## src/rtl/regfile_scoreboard_if.sv

```systemverilog
// Register-file / scoreboard bus: write port, two read ports, reserve port and busy status.
// The master side drives requests; the slave side is the register file.
interface regfile_scoreboard_if #(
  parameter int DATA_WIDTH = 32,
  parameter int ADDR_WIDTH = 4
);
  logic                  we;
  logic [ADDR_WIDTH-1:0] regsel_dest;
  logic [DATA_WIDTH-1:0] datain;
  logic [ADDR_WIDTH-1:0] regsel_source0;
  logic [ADDR_WIDTH-1:0] regsel_source1;
  logic [DATA_WIDTH-1:0] dataout0;
  logic [DATA_WIDTH-1:0] dataout1;
  logic                  rsv_en;
  logic [ADDR_WIDTH-1:0] rsv_sel;
  logic                  busy0;
  logic                  busy1;
  logic                  rsv_busy;
  logic [ADDR_WIDTH:0]   busy_cnt;

  modport master (
    output we, regsel_dest, datain, regsel_source0, regsel_source1, rsv_en, rsv_sel,
    input  dataout0, dataout1, busy0, busy1, rsv_busy, busy_cnt
  );

  modport slave (
    input  we, regsel_dest, datain, regsel_source0, regsel_source1, rsv_en, rsv_sel,
    output dataout0, dataout1, busy0, busy1, rsv_busy, busy_cnt
  );
endinterface

```

## src/rtl/regfile_scoreboard.sv

```systemverilog
// 2-read/1-write register file with a per-register busy scoreboard and busy counter.
// Define REGFILE_BYPASS_EN to forward same-cycle write data / busy clear to the read ports.
module regfile_scoreboard #(
  parameter int DATA_WIDTH = 32,
  parameter int ADDR_WIDTH = 4,
  parameter bit ZERO_REG   = 1'b0
) (
  input logic                 clk,
  input logic                 reset,
  regfile_scoreboard_if.slave bus
);

  localparam int unsigned DEPTH = 2 ** ADDR_WIDTH;
  localparam logic [ADDR_WIDTH:0] CNT_ONE = 1;

`ifdef REGFILE_BYPASS_EN
  localparam bit BYPASS = 1'b1;
`else
  localparam bit BYPASS = 1'b0;
`endif

  logic [DATA_WIDTH-1:0] regs_q [DEPTH];
  logic [DEPTH-1:0]      busy_q, busy_d;
  logic [ADDR_WIDTH:0]   busy_cnt_q, busy_cnt_d;

  logic wr_ok, rsv_ok;
  logic net_set, net_clr;

  // Register 0 swallows writes and reserves when hardwired to zero.
  assign wr_ok  = bus.we     && !(ZERO_REG && (bus.regsel_dest == '0));
  assign rsv_ok = bus.rsv_en && !(ZERO_REG && (bus.rsv_sel == '0));

  always_comb begin
    busy_d = busy_q;
    if (wr_ok)  busy_d[bus.regsel_dest] = 1'b0;
    if (rsv_ok) busy_d[bus.rsv_sel]     = 1'b1;

    // Count tracks net bit transitions; a reserve on the write target wins over the clear.
    net_set = rsv_ok && !busy_q[bus.rsv_sel];
    net_clr = wr_ok && busy_q[bus.regsel_dest] &&
              !(rsv_ok && (bus.rsv_sel == bus.regsel_dest));

    busy_cnt_d = busy_cnt_q;
    if (net_set && !net_clr)      busy_cnt_d = busy_cnt_q + CNT_ONE;
    else if (!net_set && net_clr) busy_cnt_d = busy_cnt_q - CNT_ONE;
  end

  always_ff @(posedge clk) begin
    if (reset) begin
      for (int i = 0; i < DEPTH; i++) regs_q[i] <= '0;
      busy_q     <= '0;
      busy_cnt_q <= '0;
    end else begin
      if (wr_ok) regs_q[bus.regsel_dest] <= bus.datain;
      busy_q     <= busy_d;
      busy_cnt_q <= busy_cnt_d;
    end
  end

  // Lookup lanes: 0 and 1 are the read ports, 2 is the reserve-port busy probe.
  logic [2:0]            lane_busy;
  logic [DATA_WIDTH-1:0] lane_data [2];

  for (genvar p = 0; p < 3; p++) begin : g_lane
    logic [ADDR_WIDTH-1:0] sel;
    logic                  zero;
    logic                  hit;

    assign sel  = (p == 0) ? bus.regsel_source0 :
                  (p == 1) ? bus.regsel_source1 : bus.rsv_sel;
    assign zero = ZERO_REG && (sel == '0);
    assign hit  = BYPASS && bus.we && (sel == bus.regsel_dest);

    assign lane_busy[p] = zero ? 1'b0 :
                          hit  ? (bus.rsv_en && (bus.rsv_sel == sel)) :
                                 busy_q[sel];

    if (p < 2) begin : g_data
      assign lane_data[p] = zero ? '0 :
                            hit  ? bus.datain :
                                   regs_q[sel];
    end
  end

  assign bus.dataout0 = lane_data[0];
  assign bus.dataout1 = lane_data[1];
  assign bus.busy0    = lane_busy[0];
  assign bus.busy1    = lane_busy[1];
  assign bus.rsv_busy = lane_busy[2];
  assign bus.busy_cnt = busy_cnt_q;

endmodule

```

## src/flat_wrapper.sv

```systemverilog
// flat-port wrapper written by rule: the top's interface ports become plain ports
module regfile_scoreboard_flat 
#(
  parameter int DATA_WIDTH = 32,
  parameter int ADDR_WIDTH = 4,
  parameter bit ZERO_REG   = 1'b0
)
  (clk, reset, bus_we, bus_regsel_dest, bus_datain, bus_regsel_source0, bus_regsel_source1, bus_rsv_en, bus_rsv_sel, bus_dataout0, bus_dataout1, bus_busy0, bus_busy1, bus_rsv_busy, bus_busy_cnt);
  regfile_scoreboard_if #(.DATA_WIDTH(DATA_WIDTH), .ADDR_WIDTH(ADDR_WIDTH)) bus_i ();
  input logic clk;
  input logic reset;
  input wire logic [$bits(bus_i.we)-1:0] bus_we;
  input wire logic [$bits(bus_i.regsel_dest)-1:0] bus_regsel_dest;
  input wire logic [$bits(bus_i.datain)-1:0] bus_datain;
  input wire logic [$bits(bus_i.regsel_source0)-1:0] bus_regsel_source0;
  input wire logic [$bits(bus_i.regsel_source1)-1:0] bus_regsel_source1;
  input wire logic [$bits(bus_i.rsv_en)-1:0] bus_rsv_en;
  input wire logic [$bits(bus_i.rsv_sel)-1:0] bus_rsv_sel;
  output wire logic [$bits(bus_i.dataout0)-1:0] bus_dataout0;
  output wire logic [$bits(bus_i.dataout1)-1:0] bus_dataout1;
  output wire logic [$bits(bus_i.busy0)-1:0] bus_busy0;
  output wire logic [$bits(bus_i.busy1)-1:0] bus_busy1;
  output wire logic [$bits(bus_i.rsv_busy)-1:0] bus_rsv_busy;
  output wire logic [$bits(bus_i.busy_cnt)-1:0] bus_busy_cnt;
  assign bus_i.we = bus_we;
  assign bus_i.regsel_dest = bus_regsel_dest;
  assign bus_i.datain = bus_datain;
  assign bus_i.regsel_source0 = bus_regsel_source0;
  assign bus_i.regsel_source1 = bus_regsel_source1;
  assign bus_i.rsv_en = bus_rsv_en;
  assign bus_i.rsv_sel = bus_rsv_sel;
  assign bus_dataout0 = bus_i.dataout0;
  assign bus_dataout1 = bus_i.dataout1;
  assign bus_busy0 = bus_i.busy0;
  assign bus_busy1 = bus_i.busy1;
  assign bus_rsv_busy = bus_i.rsv_busy;
  assign bus_busy_cnt = bus_i.busy_cnt;
  regfile_scoreboard #(.DATA_WIDTH(DATA_WIDTH), .ADDR_WIDTH(ADDR_WIDTH), .ZERO_REG(ZERO_REG)) u_core (.clk(clk), .reset(reset), .bus(bus_i));
endmodule
```

## config.mk

```make
export PLATFORM = sky130hd
export DESIGN_NAME = regfile_scoreboard_flat
export DESIGN_NICKNAME = d
export VERILOG_FILES = /design/src/rtl/regfile_scoreboard_if.sv /design/src/rtl/regfile_scoreboard.sv /design/src/flat_wrapper.sv
export SDC_FILE = /design/constraint.sdc
export NUM_CORES = 1
export LEC_CHECK = 0
export ABC_CLOCK_PERIOD_IN_PS = 13300
export CORE_MARGIN = 1.5
export CORE_UTILIZATION = 50
export CTS_CLUSTER_DIAMETER = 40
export DETAILED_ROUTE_END_ITERATION = 7
export PLACE_DENSITY = 0.66
export SLEW_MARGIN = 20
export SYNTH_ARGS = -nofsm -noshare
export SYNTH_HDL_FRONTEND = slang
export SYNTH_SLANG_ARGS = --single-unit
export TNS_END_PERCENT = 50
```

## constraint.sdc

```tcl
create_clock -name clk -period 13.3 [get_ports clk]
set_clock_uncertainty 0.15 [all_clocks]
set_input_delay 3.99 -clock clk [delete_from_list [all_inputs] [get_ports clk]]
set_output_delay 3.99 -clock clk [all_outputs]
set_load 0.01 [all_outputs]
```

==> metrics.sh, run 1 <==
OUTCOME='completed'
CRIT_ARRIVAL_NS=6.80
REPORT.FINAL.HOLD_VIOL_COUNT=0
GP_CONGESTION=0.816
PERIOD_NEEDED_NS=10.94
TIMING.MAX_CAP.VIOLATIONS=0
CRITICAL_PATH.SLOWEST_CELL='sky130_fd_sc_hd__buf_4'
FILLCELLCOUNT=4168
PLACE.PORT_BUFFERS=123
GRT_ANTENNA_BEFORE_REPAIR=2
SLEW_HEADROOM_PCT=22.4
AREA_DELTA_SYNTH_FINAL_PCT=15.9
CP_CELL_SEQUENCE='buf_8 > buf_4 > mux4_2 > mux4_2 > clkdlybuf4s50_1'
FINAL_MIN_PERIOD_OVER_CLOCK_PERIOD_PCT=82.3
POSTCTSSETUPBUFFERS=0
NETLIST_AREA_SQ_UM=28400
FINAL.HOLD.WORST_SLACK_NS=0.365
SYNTH_SEQ_AREA_SHARE_PCT=55.6
CTS_MAX_LEVEL=3
CRIT_PATH_START_KIND='primary input'
CLK-INSERTION-DELAY-LATE_NS=0.61
GRT.OVERFLOW.TOTAL=0
AVGROUTEDWIREPERCELL_UM=30.6
DIEWIDTH_UM=241
DRT_DRC_VIOLATIONS_LEFT=0
POSTLAYOUTCOREUTIL_PCT=58.5
CLK_PIN_SLEW_NS=0.05
DRT-VIAS-PER-INSTANCE=6.33
DRT_PRE_ANTENNA_ITERS=6
P_LEAK_nW=11.2
CRITICAL-PATH-MAX-STAGE-DELAY_NS=0.59
FINALSETUPVIOLATIONS=0
NETS=1840
CTS_TREE='built'
TIMING.SETUP.TNS_NS=0
PLACEMENTROWS=87
SYNTH-MAIN-FF-CELL='sky130_fd_sc_hd__edfxtp_1'
POST_CTS_HOLD_BUFFER_COUNT=0
ROUTE.VIAS.TOTAL=16494
POWER_PER_CELL_AREA_nW_PER_UM2=141
DIE_AREA_SQ_UM=58200
TIGHTEST_SLEW_NS=1.16
IO_PINS=124
MAXIMUM_CLOCK_FREQUENCY_MHz=91.4
POSTSYNTHREGISTERBITS=533
LAYOUT_CELL_SHARE_WITH_DRIVE_STRENGTH_BEYOND_1_PCT=29.1
NUMBER_OF_GLOBAL_ROUTE_VIAS_BEFORE_REPAIR=16971
LAYOUT_SETUP_WS_NS=2.36
CRITICAL_PATH_CLASS='primary input to output pin'
ROUTED_WIRELENGTH_MM=79.8
SYNTH_AREA_PER_CELL_SQ_UM=16.7
LAYOUT.CELLS.NON_FILLER=2606
CPMOSTUSEDCELL='sky130_fd_sc_hd__mux4_2'
POST_SYNTHESIS_ASYNC_SET_OR_RESET_FLOP_SHARE_PCT=0
SYNTH.NET_COUNT=1757
POST_CTS_RESIZED=0
GRT_USE_TOTAL_PCT=28.4
CELL_FAMILY_CONTRIBUTING_THE_MOST_DELAY_ON_THE_CRITICAL_PATH='buffers and inverters'
WORSTPATHBUFFERINVERTERCOUNT=3
GRT_MAX_DEGREE=90
VDD.IR_DROP.WORST_uV=108
TIMING.CRITICAL_PATH.FANOUT_MAX=56
ANT_NETS=0
PLACEDCELLCOUNT=2453
RSZ0062_AT_GRT='false'
FINAL_CELL_AREA_SQ_UM=32900
HOLD_PATH_CLASS='flop to flop'
HPWLAFTERDP_MM=42.3
POWER.TOTAL_mW=4.63
GLOBAL_ROUTE_WIRE_LENGTH_BEFORE_REPAIR_MM=115
INITIAL_UTILIZATION_PCT=50.5
REPORT.FINAL.SLEW_VIOL_COUNT=0
CTS_INSERTED_BUFFERS=82
CLOCK_SINKS=533
FP.COREAREA_SQ_UM=56300
YOSYS_WARNINGS=0
FLOORPLAN.DIE.HEIGHT_UM=241
DPL-INSTANCE-AREA_SQ_UM=30200
DRTITER0DRC=2047
CTS.ROOT.BUFFER_CELL='sky130_fd_sc_hd__clkbuf_16'
CLK_PATH_BUF_DEPTH=3
PLACE_WORST_SETUP_SLACK_NS=2.32
SYNTHESIS.INSTANCES=1699
SETUP_CRIT_END_KIND='output pin'
SYNTH_ENABLE_FLOP_CELLS=512
WORST_EP_REQUIRED_TIME_NS=9.16
SYNTH.LIB_CELLS_USED.DISTINCT=36
-- cells by family after synthesis --
group                    count (synthesis)  share of synthesized area, %
multiplexers                           343                          27.3
buffers and inverters                  190                          3.34
AO/OA/AOI/OAI                           40                         0.921
flip-flops                             533                          55.6
AND/OR/NAND/NOR                        580                          12.3
XOR/XNOR                                 7                         0.216
adder cells (fa/ha/maj)                  6                         0.291
-- path summary, 6_finish.rpt --
kind | cells after the start | slack (ns) | startpoint | end
max | 5 | 2.36 | bus_regsel_source1[0] | bus_dataout1[31]
min | 2 | 0.36 | u_core.busy_q[4]$_SDFF_PP0_ | u_core.busy_q[4]$_SDFF_PP0_
max reg2reg | 12 | 9.95 | u_core.busy_q[0]$_SDFF_PP0_ | u_core.bus.busy_cnt[4]$_SDFFE_PP0P_
min reg2reg | 2 | 0.36 | u_core.busy_q[4]$_SDFF_PP0_ | u_core.busy_q[4]$_SDFF_PP0_
-- flip-flops by register name, summed over array words and instances (netlist names) --
name / flops
u_core.bus.busy_cnt: 5
u_core.regs_q: 512
u_core.busy_q: 16
-- routing by layer --
metal  track usage (%)  wire, um  vias to the layer above  part of all wire, %
li1                  -         -                     6826                    -
met1              37.9     30500                     8689                   38
met2              47.7     40200                      827                   50
met3              4.95      6930                      148                  8.7
met4              9.20      2110                        4                  2.6
met5                 0        22                        -                0.028
-- Yosys cell counts (4+ instances only) --
library cell	n	area (sq um)
sky130_fd_sc_hd__and2_1	512	3200
sky130_fd_sc_hd__edfxtp_1	512	15400
sky130_fd_sc_hd__mux4_2	322	7250
sky130_fd_sc_hd__clkbuf_1	112	420
sky130_fd_sc_hd__nor2_1	28	105
sky130_fd_sc_hd__inv_1	24	90.1
sky130_fd_sc_hd__dfxtp_1	21	420
sky130_fd_sc_hd__buf_1	18	67.6
sky130_fd_sc_hd__nand2_1	18	67.6
sky130_fd_sc_hd__mux4_1	17	447
sky130_fd_sc_hd__buf_2	14	70.1
sky130_fd_sc_hd__a21o_1	13	97.6
sky130_fd_sc_hd__o21ai_0	12	60.1
sky130_fd_sc_hd__buf_6	11	124
sky130_fd_sc_hd__nor3_1	7	35.0
sky130_fd_sc_hd__buf_12	6	120
sky130_fd_sc_hd__a21oi_1	5	25.0
sky130_fd_sc_hd__ha_1	5	62.6
sky130_fd_sc_hd__a31o_2	4	35.0
sky130_fd_sc_hd__nand3_1	4	20.0
sky130_fd_sc_hd__nor2b_1	4	25.0
sky130_fd_sc_hd__xor2_1	4	35.0
-- final cells by class --
| cell class | instances | area (sq um) | area share (%) |
|---|---|---|---|
| sequential | 533 | 15800 | 48.0 |
| multi-input combinational | 976 | 11800 | 35.8 |
| clock buffer | 89 | 2120 | 6.45 |
| timing repair buffer | 165 | 1610 | 4.90 |
| tap | 756 | 946 | 2.88 |
| clock inverter | 61 | 556 | 1.69 |
| inverter | 24 | 90.1 | 0.274 |
| antenna | 2 | 5.00 | 0.0152 |
-- where the power goes --
part | internal [mW] | switching, mW | total [mW] | leakage, nW
clock | 1.27 | 0.821 | 2.09 | 1.29
sequential | 1.94 | 0.0514 | 2.00 | 5.07
combinational | 0.282 | 0.261 | 0.543 | 4.87
total | 3.49 | 1.13 | 4.63 | 11.2
-- worst reg2reg max path, stage by stage, from the launching register on --
cell                       delay [ns]
sky130_fd_sc_hd__dfxtp_1         0.35
sky130_fd_sc_hd__mux4_2          0.45
sky130_fd_sc_hd__nor2b_1         0.15
sky130_fd_sc_hd__a211oi_1        0.23
sky130_fd_sc_hd__a21oi_1         0.07
sky130_fd_sc_hd__o311ai_0        0.16
sky130_fd_sc_hd__ha_1            0.31
sky130_fd_sc_hd__inv_1           0.13
sky130_fd_sc_hd__ha_1            0.31
sky130_fd_sc_hd__a21o_1          0.18
sky130_fd_sc_hd__a21oi_1         0.17
sky130_fd_sc_hd__mux2i_1         0.22
sky130_fd_sc_hd__mux2_2          0.34
-- layout by cell type, fill, tap and decap left out, types with 5 or more instances in the layout --
cell type                           n
sky130_fd_sc_hd__and2_1           512
sky130_fd_sc_hd__edfxtp_1         512
sky130_fd_sc_hd__mux4_2           322
sky130_fd_sc_hd__clkdlybuf4s50_1  115
sky130_fd_sc_hd__clkbuf_16         84
sky130_fd_sc_hd__buf_4             39
sky130_fd_sc_hd__inv_1             24
sky130_fd_sc_hd__dfxtp_1           21
sky130_fd_sc_hd__nand2_1           18
sky130_fd_sc_hd__mux4_1            17
sky130_fd_sc_hd__nor2_1            16
sky130_fd_sc_hd__a21o_2            12
sky130_fd_sc_hd__nor2_4            12
sky130_fd_sc_hd__o21ai_0           12
sky130_fd_sc_hd__inv_6             12
sky130_fd_sc_hd__clkinv_1          12
sky130_fd_sc_hd__clkinv_2          11
sky130_fd_sc_hd__clkinvlp_4         9
sky130_fd_sc_hd__clkinv_4           7
sky130_fd_sc_hd__a21oi_1            5
sky130_fd_sc_hd__ha_1               5
sky130_fd_sc_hd__clkbuf_1           5
sky130_fd_sc_hd__bufinv_16          5
(Power assumes the default switching activity.)
==> inputs of run 2 (changes only) <==
--- a/config.mk
+++ b/config.mk
@@ -5,7 +5,7 @@
 export SDC_FILE = /design/constraint.sdc
 export NUM_CORES = 1
 export LEC_CHECK = 0
-export ABC_CLOCK_PERIOD_IN_PS = 13300
+export ABC_CLOCK_PERIOD_IN_PS = 10200
 export CORE_MARGIN = 1.5
 export CORE_UTILIZATION = 50
 export CTS_CLUSTER_DIAMETER = 40
==> constraint.sdc (replaced) <==
create_clock -name clk -period 10.2 [get_ports clk]
set_clock_uncertainty 0.15 [all_clocks]
set_input_delay 3.06 -clock clk [delete_from_list [all_inputs] [get_ports clk]]
set_output_delay 3.06 -clock clk [all_outputs]
set_load 0.01 [all_outputs]
==> metrics.sh, run 2 (same netlist as run 1, synthesis figures left out) <==
OUTCOME='completed'  # unchanged
INITIAL_UTILIZATION_PCT=50.5  # unchanged
NUMBER_OF_GLOBAL_ROUTE_VIAS_BEFORE_REPAIR=17618  # was 16971
CELL_FAMILY_CONTRIBUTING_THE_MOST_DELAY_ON_THE_CRITICAL_PATH='buffers and inverters'  # unchanged
CLK_PATH_BUF_DEPTH=3  # unchanged
SLEW_HEADROOM_PCT=26.6  # was 22.4%
CRIT_PATH_START_KIND='primary input'  # unchanged
TIMING.CRITICAL_PATH.FANOUT_MAX=48  # was 56
RSZ0062_AT_GRT='false'  # unchanged
POWER.TOTAL_mW=6.34  # was 4.63 mW
PERIOD_NEEDED_NS=8.81
PLACEMENTROWS=87  # unchanged
WORST_EP_REQUIRED_TIME_NS=6.99  # was 9.16 ns
CLKPWRFRAC_PCT=47.6  # was 45.1%
CRITICAL_PATH.SLOWEST_CELL='sky130_fd_sc_hd__mux4_1'  # was sky130_fd_sc_hd__buf_4
PLACEDCELLCOUNT=2460  # was 2453
CRIT_ARRIVAL_NS=5.60  # was 6.80 ns
CTS_INSERTED_BUFFERS=90  # was 82
GRT_ANTENNA_BEFORE_REPAIR=3  # was 2
REPORT.FINAL.HOLD_VIOL_COUNT=0  # unchanged
FLOORPLAN.DIE.HEIGHT_UM=241  # unchanged
POSTLAYOUTCOREUTIL_PCT=59.1  # was 58.5%
TIMING.MAX_CAP.VIOLATIONS=0  # unchanged
FP.COREAREA_SQ_UM=56300  # unchanged
DIEWIDTH_UM=241  # unchanged
ROUTED_WIRELENGTH_MM=81.0  # was 79.8 mm
CLOCK_SINKS=533  # unchanged
SETUP_CRIT_END_KIND='output pin'  # unchanged
FINAL_MIN_PERIOD_OVER_CLOCK_PERIOD_PCT=86.3
REPORT.FINAL.SLEW_VIOL_COUNT=0  # unchanged
HOLD_PATH_CLASS='flop to flop'  # unchanged
CLK-INSERTION-DELAY-LATE_NS=0.63  # was 0.61 ns
IO_PINS=124  # unchanged
LARGEST_REG_FLOPS=512  # unchanged
CTS_MAX_LEVEL=3  # unchanged
GRT_USE_TOTAL_PCT=29.0  # was 28.4%
SWITCHING_POWER_OF_THE_NETS_mW=1.53  # was 1.13 mW
VDD.IR_DROP.WORST_uV=157  # was 108 uV
MOST-COMMON-LAYOUT-CELLS='sky130_fd_sc_hd__and2_1, sky130_fd_sc_hd__edfxtp_1, sky130_fd_sc_hd__mux4_2'  # unchanged
WORSTPATHBUFFERINVERTERCOUNT=3  # unchanged
DRT_PRE_ANTENNA_ITERS=5  # was 6
GP_CONGESTION=0.788  # was 0.816
CLK_PIN_SLEW_NS=0.05  # about the same
LAYOUT.CELLS.NON_FILLER=2627  # was 2606
NETS=1854  # was 1840
DRT-VIAS-PER-INSTANCE=6.31  # was 6.33
LAYOUT_CELL_SHARE_WITH_DRIVE_STRENGTH_BEYOND_1_PCT=30.0  # was 29.1%
HPWLAFTERDP_MM=43.1  # was 42.3 mm
TIGHTEST_SLEW_NS=1.10  # was 1.16 ns
POWER_PER_CELL_AREA_nW_PER_UM2=190  # was 141 nW/um^2
SEQ_POWER_SHARE_PCT=41.1  # was 43.1%
MAXIMUM_CLOCK_FREQUENCY_MHz=114
CP_CELL_SEQUENCE='clkbuf_8 > buf_12 > mux4_1 > mux4_2 > clkdlybuf4s50_1'  # was buf_8 > buf_4 > mux4_2 > mux4_2 > clkdlybuf4s50_1
DRT_DRC_VIOLATIONS_LEFT=0  # unchanged
DRTITER0DRC=1980  # was 2047
POSTCTSSETUPBUFFERS=0  # unchanged
PLACE.PORT_BUFFERS=123  # unchanged
CTS.ROOT.BUFFER_CELL='sky130_fd_sc_hd__clkbuf_16'  # unchanged
AREA_DELTA_SYNTH_FINAL_PCT=17.2  # was 15.9%
FINALSETUPVIOLATIONS=0  # unchanged
TIMING.SETUP.TNS_NS=0  # unchanged
GLOBAL_ROUTE_WIRE_LENGTH_BEFORE_REPAIR_MM=118  # was 115 mm
ANT_NETS=0  # unchanged
GRT_MAX_DEGREE=57  # was 90
POWER.INTERNAL_mW=4.80  # was 3.49 mW
POWER.COMBINATIONAL.FRACTION_PCT=11.3  # was 11.7%
AVGROUTEDWIREPERCELL_UM=30.8  # was 30.6 um
P_LEAK_nW=11.4  # was 11.2 nW
CRITICAL_PATH_CLASS='primary input to output pin'  # unchanged
POST_CTS_HOLD_BUFFER_COUNT=0  # unchanged
SWITCHING_POWER_AS_A_SHARE_OF_TOTAL_POWER_PCT=24.2  # was 24.5%
ROUTE.VIAS.TOTAL=16579  # was 16494
LARGEST_REG_BY_FF_COUNT='u_core.regs_q'  # unchanged
CTS_TREE='built'  # unchanged
POST_CTS_RESIZED=0  # unchanged
LAYOUT_SETUP_WS_NS=1.39  # was 2.36 ns
DIE_AREA_SQ_UM=58200  # unchanged
GRT.OVERFLOW.TOTAL=0  # unchanged
PLACE_WORST_SETUP_SLACK_NS=1.37  # was 2.32 ns
CRITICAL-PATH-MAX-STAGE-DELAY_NS=0.61  # was 0.59 ns
-- run 2: changes by cell type in the layout (fill, tap and decap cells not counted), sizes merged --
cell / before / now
clkbuf: 90 / 99
inv: 38 / 37
buf: 49 / 55
bufinv: 5 / 10
diode: 2 / 1
clkinvlp: 9 / 12
-- run 2: metal layers --
metal | vias up | GRT usage (%) | part of all wire, %
li1 | 6853 | - | -
met1 | 8745 | 39.0 | 38
met2 | 835 | 48.3 | 50
met3 | 144 | 5.32 | 9.1
met4 | 2 | 9.49 | 2.5
met5 | - | 0 | 0.0099
-- run 2: path summary, 6_finish.rpt --
kind	startpoint	endpoint	slack [ns]	cells past startpoint
hold / removal	u_core.busy_q[10]$_SDFF_PP0_	u_core.busy_q[10]$_SDFF_PP0_	0.36	2
setup reg to reg	u_core.busy_q[3]$_SDFF_PP0_	u_core.bus.busy_cnt[4]$_SDFFE_PP0P_	6.85	12
setup / recovery	bus_regsel_source0[0]	bus_dataout0[1]	1.39	5
hold reg to reg	u_core.busy_q[10]$_SDFF_PP0_	u_core.busy_q[10]$_SDFF_PP0_	0.36	2
-- run 2: tightest hold or removal path, delay by kind of cell (launching register included) --
family	cells	cell delay, ns
flops	1	0.33
compound gates	1	0.07
buf+inv	1	0.05
-- run 2: cell type report --
cell class / instances / area [sq um]
flip-flops and latches: 533 / 15800
inverters: 24 / 90.1
fillers: 4171 / 23000
multi-input cells: 976 / 11800
clock inverters: 68 / 701
repair buffers: 171 / 1660
diodes: 1 / 2.50
well taps: 756 / 946
clock buffers: 98 / 2300
-- run 2: per-stage QoR --
| step | instance area [sq um] | hold slack [ns] |
|---|---|---|
| 3_3_place_gp | 30300 | 0.350 |
| 4_1_cts | 33300 | 0.367 |
| 5_1_grt | 33300 | 0.384 |
| 2_1_floorplan | 28400 | 0.320 |
| 6_report | 33300 | 0.362 |
| 3_5_place_dp | 30300 | 0.357 |
-- run 2: power groups by stage --
stage / Clock [mW] / Sequential, mW / Combinational, mW
2_1_floorplan: 0 / 2.62 / 0.445
3_3_place_gp: 0 / 2.63 / 0.715
3_5_place_dp: 0 / 2.64 / 0.720
4_1_cts: 3.04 / 2.60 / 0.722
5_1_grt: 3.13 / 2.62 / 0.754
6_report: 3.02 / 2.60 / 0.715
